`config.mk`:
```
export PLATFORM = sky130hd
export DESIGN_NAME = dca_matrix_lsu_store_sequencer
export DESIGN_NICKNAME = d
export VERILOG_FILES = /design/src/rtl/dca_matrix_lsu_store_sequencer.sv
export SDC_FILE = /design/constraint.sdc
export NUM_CORES = 1
export LEC_CHECK = 0
export BUFFER_PORTS_ARGS = -buffer_cell sky130_fd_sc_hd__clkbuf_2
export CAP_MARGIN = 15
export CORE_UTILIZATION = 30
export CTS_CLUSTER_SIZE = 25
export DETAILED_ROUTE_END_ITERATION = 8
export PLACE_DENSITY_LB_ADDON = 0.15
export SLEW_MARGIN = 5
export SYNTH_ARGS = -nofsm -noshare
export SYNTH_HDL_FRONTEND = slang
export SYNTH_SLANG_ARGS = --single-unit
```
`constraint.sdc`:
```
create_clock -name clk_i -period 4.2 [get_ports clk_i]
set_input_delay 0.42 -clock clk_i [delete_from_list [all_inputs] [get_ports clk_i]]
set_output_delay 0.42 -clock clk_i [all_outputs]
set_load 0.1 [all_outputs]
```
`src/rtl/dca_matrix_lsu_store_sequencer.sv`:
```
// Matrix-store LSU sequencer: turns one store instruction into per-row AXI
// write transactions, bounds outstanding writes and pulses done when drained.
// Ports: clk_i/rst_i (sync, active-high); inst_* instruction handshake;
//   txn_* row transaction handshake; wresp_done_i B-response pulse;
//   busy_o while an instruction is in flight; done_o completion pulse.
module dca_matrix_lsu_store_sequencer #(
  parameter int BW_ADDR         = 32,
  parameter int BW_AXI_DATA     = 128,
  parameter int BW_ROW_IDX      = 4,
  parameter int BW_STRIDE       = 16,
  parameter int MAX_OUTSTANDING = 4
) (
  input  logic                  clk_i,
  input  logic                  rst_i,
  input  logic                  inst_valid_i,
  output logic                  inst_ready_o,
  input  logic [BW_ADDR-1:0]    inst_addr_i,
  input  logic [BW_STRIDE-1:0]  inst_stride_i,
  input  logic [BW_ROW_IDX-1:0] inst_num_row_m1_i,
  input  logic [BW_ROW_IDX-1:0] inst_num_col_m1_i,
  input  logic [1:0]            inst_elem_lsa_i,
  output logic                  txn_valid_o,
  input  logic                  txn_ready_i,
  output logic [BW_ADDR-1:0]    txn_addr_o,
  output logic [7:0]            txn_alen_o,
  output logic                  txn_first_o,
  output logic                  txn_last_o,
  output logic [BW_ROW_IDX-1:0] txn_row_idx_o,
  input  logic                  wresp_done_i,
  output logic                  busy_o,
  output logic                  done_o
);

  localparam int BPB  = BW_AXI_DATA / 8;
  localparam int OFFW = $clog2(BPB);
  localparam int CW   = 4;

  typedef enum logic [1:0] {
    S_IDLE,
    S_ISSUE,
    S_DRAIN,
    S_DONE
  } state_e;

  state_e state_q, state_d;

  logic [BW_ADDR-1:0]    addr_q;
  logic [BW_STRIDE-1:0]  stride_q;
  logic [BW_ROW_IDX-1:0] nrow_q;
  logic [BW_ROW_IDX-1:0] ncol_q;
  logic [1:0]            lsa_q;
  logic [BW_ROW_IDX-1:0] row_q;
  logic [CW-1:0]         cnt_q, cnt_d;

  logic issue, can_issue, hs, resp, is_last;
  logic [31:0] row_bytes, span, beats, alen_full;

  assign issue     = (state_q == S_ISSUE);
  assign can_issue = issue && (cnt_q < CW'(MAX_OUTSTANDING));
  assign hs        = can_issue && txn_ready_i;
  // Responses with nothing outstanding are stray and ignored.
  assign resp      = wresp_done_i && (cnt_q != '0);
  assign is_last   = (row_q == nrow_q);

  // Beats covered from the row's misaligned start to its last byte.
  assign row_bytes = (32'(ncol_q) + 32'd1) << lsa_q;
  assign span      = 32'(addr_q[OFFW-1:0]) + row_bytes;
  assign beats     = (span + 32'(BPB - 1)) >> OFFW;
  assign alen_full = beats - 32'd1;

  assign txn_addr_o    = issue ? addr_q : '0;
  assign txn_alen_o    = issue ? alen_full[7:0] : '0;
  assign txn_first_o   = issue && (row_q == '0);
  assign txn_last_o    = issue && is_last;
  assign txn_row_idx_o = issue ? row_q : '0;

  always_comb begin
    cnt_d = cnt_q;
    unique case ({hs, resp})
      2'b10:   cnt_d = cnt_q + CW'(1);
      2'b01:   cnt_d = cnt_q - CW'(1);
      default: cnt_d = cnt_q;
    endcase
  end

  always_ff @(posedge clk_i) begin
    if (rst_i) begin
      state_q <= S_IDLE;
    end else begin
      state_q <= state_d;
    end
  end

  always_comb begin
    state_d      = state_q;
    inst_ready_o = 1'b0;
    txn_valid_o  = 1'b0;
    busy_o       = 1'b1;
    done_o       = 1'b0;
    unique case (state_q)
      S_IDLE: begin
        inst_ready_o = 1'b1;
        busy_o       = 1'b0;
        if (inst_valid_i) state_d = S_ISSUE;
      end
      S_ISSUE: begin
        txn_valid_o = can_issue;
        if (hs && is_last) state_d = S_DRAIN;
      end
      S_DRAIN: begin
        if (cnt_q == '0 || (cnt_q == CW'(1) && resp))
          state_d = S_DONE;
      end
      S_DONE: begin
        done_o  = 1'b1;
        state_d = S_IDLE;
      end
      default: state_d = S_IDLE;
    endcase
  end

  always_ff @(posedge clk_i) begin
    if (rst_i) begin
      addr_q   <= '0;
      stride_q <= '0;
      nrow_q   <= '0;
      ncol_q   <= '0;
      lsa_q    <= '0;
      row_q    <= '0;
      cnt_q    <= '0;
    end else begin
      cnt_q <= cnt_d;
      if (state_q == S_IDLE && inst_valid_i) begin
        addr_q   <= inst_addr_i;
        stride_q <= inst_stride_i;
        nrow_q   <= inst_num_row_m1_i;
        ncol_q   <= inst_num_col_m1_i;
        lsa_q    <= inst_elem_lsa_i;
        row_q    <= '0;
      end else if (hs) begin
        addr_q <= addr_q + BW_ADDR'(stride_q);
        row_q  <= row_q + BW_ROW_IDX'(1);
      end
    end
  end

endmodule

```
# Yosys cells after proc, flatten, opt, wreduce, memory -nomap -nowiden
# Cells that the tools add are included.
# Widths: inputs -> output; s select.
word_totals:
  out_inout_bits: 50
  reg_bits: 68
classes:
  shifts: 1
  n_lt_le_gt_ge: 1
  add_sub_neg: 8
  reduce_logical: 17
  n_mux: 14
  eq_ne: 10
op_table:
  columns: ["cell", "n"]
  rows:
  - ["$mux 32", 3]
  - ["$add 32x16->32", 1]
  - ["$add 12x4->12 const B", 1]
  - ["$add 4x12->12", 1]
  - ["$shl 5x2->12", 1]
  - ["$add 4x1->4 const B", 2]
  - ["$logic_and 1x1->1", 8]
  - ["$logic_not 4->1", 2]
  - ["$mux 8", 1]
  - ["$pmux 2 s4", 1]
  - ["$pmux 4 s2", 1]
  - ["$sub 8x1->8 const B", 1]
  - ["$eq 2x2->1 const B", 3]
  - ["$mux 2", 3]
  - ["$add 4x1->5 const B", 1]
  - ["$eq 2x1->1 const B", 2]
  - ["$eq 4x1->1 const B", 1]
  - ["$eq 4x4->1", 1]
  - ["$lt 4x3->1 const B", 1]
  - ["$mux 1", 4]
  - ["$mux 4", 1]
  - ["$ne 2x2->1 const B", 2]
  - ["$reduce_bool 2->1", 2]
  - ["$reduce_bool 4->1", 1]
  - ["other kinds (6)", 6]

# Longest topological paths before layout
logic_depth:
  word_depth: 6
  ltp_mapped: 17
  ltp_nobuf: 16

# Least setup slack after synthesis
# No wires, ideal clock.
synth_path:
  path_type: "flip-flop to output port"
  startpoint: "register ncol_q[2]"
  endpoint: "output port txn_alen_o[4]"
  slack_ps: -1288
  path_stages_with_launch: 16
  n_path_buf: 1
  t_required_ps: 3780
  t_arrival_ps: 5068
  cell_sequence: "dfxtp_1 > buf_2 > nand3_1 > xnor2_1 > nor2_1 > a211oi_1 > a21oi_1 > ha_1 > inv_1 > ha_1 > or4_1 > a31oi_1 > xnor2_1 > ha_1 > nand2_1 > a211oi_1"
synth_between:
  elab_chain_len: 6
synth_lines:
  columns: ["element", "line", "source"]
  rows:
  - ["start, declared", "50", "logic [BW_ROW_IDX-1:0] ncol_q;"]
  - ["start signal, assigned", "137", "ncol_q <= inst_num_col_m1_i;"]
  - ["$add 4x1->5", "66", "assign row_bytes = (32'(ncol_q) + 32'd1) << lsa_q;"]
  - ["$shl 5x2->12", "66", null]
  - ["$add 4x12->12", "67", "assign span = 32'(addr_q[OFFW-1:0]) + row_bytes;"]
  - ["$add 12x4->12", "68", "assign beats = (span + 32'(BPB - 1)) >> OFFW;"]
  - ["$sub 8x1->8", "69", "assign alen_full = beats - 32'd1;"]
  - ["$mux 8", "72", "assign txn_alen_o = issue ? alen_full[7:0] : '0;"]
  - ["end, declared", "25", "output logic [7:0] txn_alen_o,"]
# Every way passes these cells.

# Worst setup path after layout
layout_path:
  startpoint: "register ncol_q[2]"
  endpoint: "output port txn_alen_o[2]"
# Same word-level chain as after synthesis.

==> impl_metrics.env <==
export IMPL_fp_dieH_um=130
export IMPL_yosys_top_cells_area="dfxtp_1 28%, ha_1 8.7%, nand2_1 8.0%"
export IMPL_synth_top_cell_area_share_pct=27.7
export IMPL_crit_arrival_ps=3660
export IMPL_synth_warnings=0
export IMPL_placed_cells=939
export IMPL_die_area_sq_um=16900
export IMPL_relSlewSlack_pct=49.4
export IMPL_layout_setup_ws_ps=123
export IMPL_synthCells=643
export IMPL_p_seq_share_pct=21.3
export IMPL_power_density_nw_per_um2=745
export IMPL_synth_adder_area_share_pct=9.08
export IMPL_slew_viol_final=0
export IMPL_viasPerCell=5.07
export IMPL_muxShareOfSynthArea_pct=1.15
export IMPL_synth_top_family_by_area="simple AND/OR/NAND/NOR gates"
export IMPL_track_usage_pct=17.5
export IMPL_combPwrFrac_pct=61.7
export IMPL_design_core_area_sq_um=15900
export IMPL_hold_viol=0
export IMPL_cts_tree="built"
export IMPL_wl_met2_um=6680
export IMPL_synth_area_per_cell_sq_um=7.63
export IMPL_worstSkewPairLatency_ps=340
export IMPL_power_internal_mw=2.16
export IMPL_dr_pass1_iters=4
export IMPL_globalRouteOverflowTotal=0
export IMPL_cp_required_ps=3780
export IMPL_drive_gt1_share_pct=23.5
export IMPL_post_dp_hpwl_um=10500
export IMPL_drc_errors=0
export IMPL_routed_wl_um=14300
export IMPL_crit_chain="nand3_4, xnor2_2, nor2_1, a211oi_2, a21oi_1, ha_1, inv_1, ha_1, or4_4, a31oi_4, xnor2_1, ha_2, xor2_1, xnor2_1, and2_4, buf_12"
export IMPL_antenna_found_initial=0
export IMPL_numClockSinks=68
export IMPL_wl_met3_um=544
export IMPL_synth_fp_nets=741
export IMPL_num_antenna_cells=0
export IMPL_finalSetupViolations=0
export IMPL_cp_max_fo=8
export IMPL_syn_to_final_growth_pct=25.1
export IMPL_worstSetupPathType="flop to primary output"
export IMPL_clockPowerShare_pct=16.9
export IMPL_p_total_mw=4.57
export IMPL_fin_crit_sh_pct=97.1
export IMPL_critical_path_slowest_cell="or4_4"
export IMPL_grt_pass1_vias=4702
export IMPL_pre_cts_ws_ps=107
export IMPL_start_kind="flop"
export IMPL_portBuffers=112
export IMPL_fin_nets=833
export IMPL_hold_class="input pin to flop"
export IMPL_grt_pass1_wl_um=23000
export IMPL_synth_xor_area_share_pct=6.43
export IMPL_crit_path_end_kind="primary output"
export IMPL_cts_buffers=9
export IMPL_synth_seq_cells=68
export IMPL_final_cell_mix="105 x clkbuf_2, 103 x nand2_1, 64 x dfxtp_1, 56 x a21oi_1, 53 x nor2_1"
export IMPL_max_stage_delay_ps=530
export IMPL_crit_buf_inv=2
export IMPL_gp_congestion=0.811
export IMPL_ios=113
export IMPL_mostFrequentLayoutCell="clkbuf_2"
export IMPL_status="complete, no violations"
export IMPL_h_tree_depth=3
export IMPL_crit_family="simple AND/OR/NAND/NOR gates"
export IMPL_synth_compound_area_share_pct=23.7
export IMPL_wl_met1_um=6790
export IMPL_power_switching_mw=2.41
export IMPL_synth_ff_type="dfxtp_1"
export IMPL_via_count=4844
export IMPL_grt_max_degree=52
export IMPL_ant_nets=0
export IMPL_final_util_pct=38.5
export IMPL_stdcell_count=956
export IMPL_avgRoutedWirePerCell_um=15.0
export IMPL_root_buffer="clkbuf_16"
export IMPL_top_layer_used="met4"
export IMPL_dr_first_iter_drc_count=227
export IMPL_initial_core_util_pct=30.8
export IMPL_synthSimpleGateAreaFrac_pct=26.7
export IMPL_p_leak_nw=2.59
export IMPL_path_clk_slew_ps=60
export IMPL_max_freq_mhz=245
export IMPL_async_flop_share_pct=0
export IMPL_worstMarginPinSlew_ps=759
export IMPL_synth_largest_area_cell="dfxtp_1"
export IMPL_whs_ps=298
export IMPL_timing_final_crit_period_ps=4080
export IMPL_row_count=46
export IMPL_drv_cap=0
export IMPL_fin_skew_ps=10.3
export IMPL_die_width_um=130
export IMPL_ys_seq_area_share_pct=27.7
export IMPL_ir_drop_mv=0.517
export IMPL_sw_frac_of_total_pct=52.8
export IMPL_syn_cell_area_sq_um=4910
export IMPL_synth_edf_count=0
export IMPL_synth_distinct_cells=65
export IMPL_cts_buffer_depth=2
## path summary, 6_finish.rpt
check	slack [ps]	to	depth (start not counted)	startpoint
worst min register to register	460	stride_q[10]$_SDFFE_PP0P_	2	stride_q[10]$_SDFFE_PP0P_
worst max register to register	1320	addr_q[26]$_SDFFE_PP0P_	10	addr_q[0]$_SDFFE_PP0P_
worst min-delay path	300	ncol_q[1]$_SDFFE_PP0P_	3	inst_num_col_m1_i[1]
worst max-delay path	120	txn_alen_o[2]	16	ncol_q[2]$_SDFFE_PP0P_
## registers in the layout, indices dropped and copies added, names as in the netlist
signal,cells
row_q,4
lsa_q,2
ncol_q,4
cnt_q,4
state_q,2
stride_q,16
nrow_q,4
addr_q,32
## worst min-delay path, delay by kind of cell
family / cells / cell delay, ps
AO/OA/AOI/OAI: 1 / 50
buffers and inverters: 1 / 80
AND/OR/NAND/NOR: 1 / 40
## layer usage
| layer | GRT usage [%] | vias to the layer above |
|---|---|---|
| li1 | - | 2452 |
| met1 | 21.9 | 2257 |
| met2 | 29.5 | 107 |
| met3 | 2.95 | 28 |
| met4 | 7.59 | 0 |
| met5 | 0 | - |
## power by group through the flow
stage	clock [mW]	sequential, mW	combinational (mW)
3_5_place_dp	0	0.979	2.74
4_1_cts	0.793	0.969	2.78
6_report	0.774	0.976	2.82
5_1_grt	0.823	1.00	3.05
3_3_place_gp	0	0.973	2.70
2_1_floorplan	0	0.922	2.16
## synthesized netlist by cell type (3+ instances only)
cell       number
nand4_1         5
xor2_1         14
a2111oi_0       3
a21boi_0        3
nand2b_1        3
and2_1         42
mux2i_1         3
o22ai_1         3
nor2_1         53
nand4b_1        3
nand3_1        13
a211oi_1       27
a31oi_1         5
buf_2           6
clkbuf_1       31
or3_1           9
a311oi_1       10
inv_1          24
a21o_1         10
o21bai_1        3
nand2_1       104
dfxtp_1        68
o21ai_0        20
xnor2_1        22
o211ai_1        7
o21a_1          5
nor3_1          7
nor4_1          3
a21oi_1        57
ha_1           34
## area by class of cell
cell class / count / area [sq um]
fill: 1711 / 9810
inverter: 25 / 98.8
multi-input combinational: 512 / 3380
clock buffer: 10 / 239
tap: 216 / 270
clock inverter: 6 / 63.8
timing repair buffer: 119 / 718
sequential: 68 / 1370
## kinds of logic (layout without fill, tap and decap cells)
family                     after synthesis  count (layout)
and+or+nand+nor                        263             263
buffers and inverters                   63             160
adders and majority gates               35              35
xor gates and xnor gates                36              36
DFF                                     68              68
AOI/OAI and AO/OA                      173             173
muxes                                    5               5
## per-stage QoR
stage / instance area (sq um) / TNS (ps)
6_report: 6140 / 0
3_3_place_gp: 5740 / 0
5_1_grt: 6140 / -56.4
3_5_place_dp: 5740 / 0
2_1_floorplan: 4920 / -689
4_1_cts: 6070 / 0
## repair_timing
action | CTS | global route
pin swaps | 1 | 2
endpoints found under the setup margin | 5 | 6
gates resized for setup | 8 | 11
buffers inserted | 0 | 1
gates cloned | 0 | 0
hold buffers | 0 | 0
(Power assumes the default switching activity.)
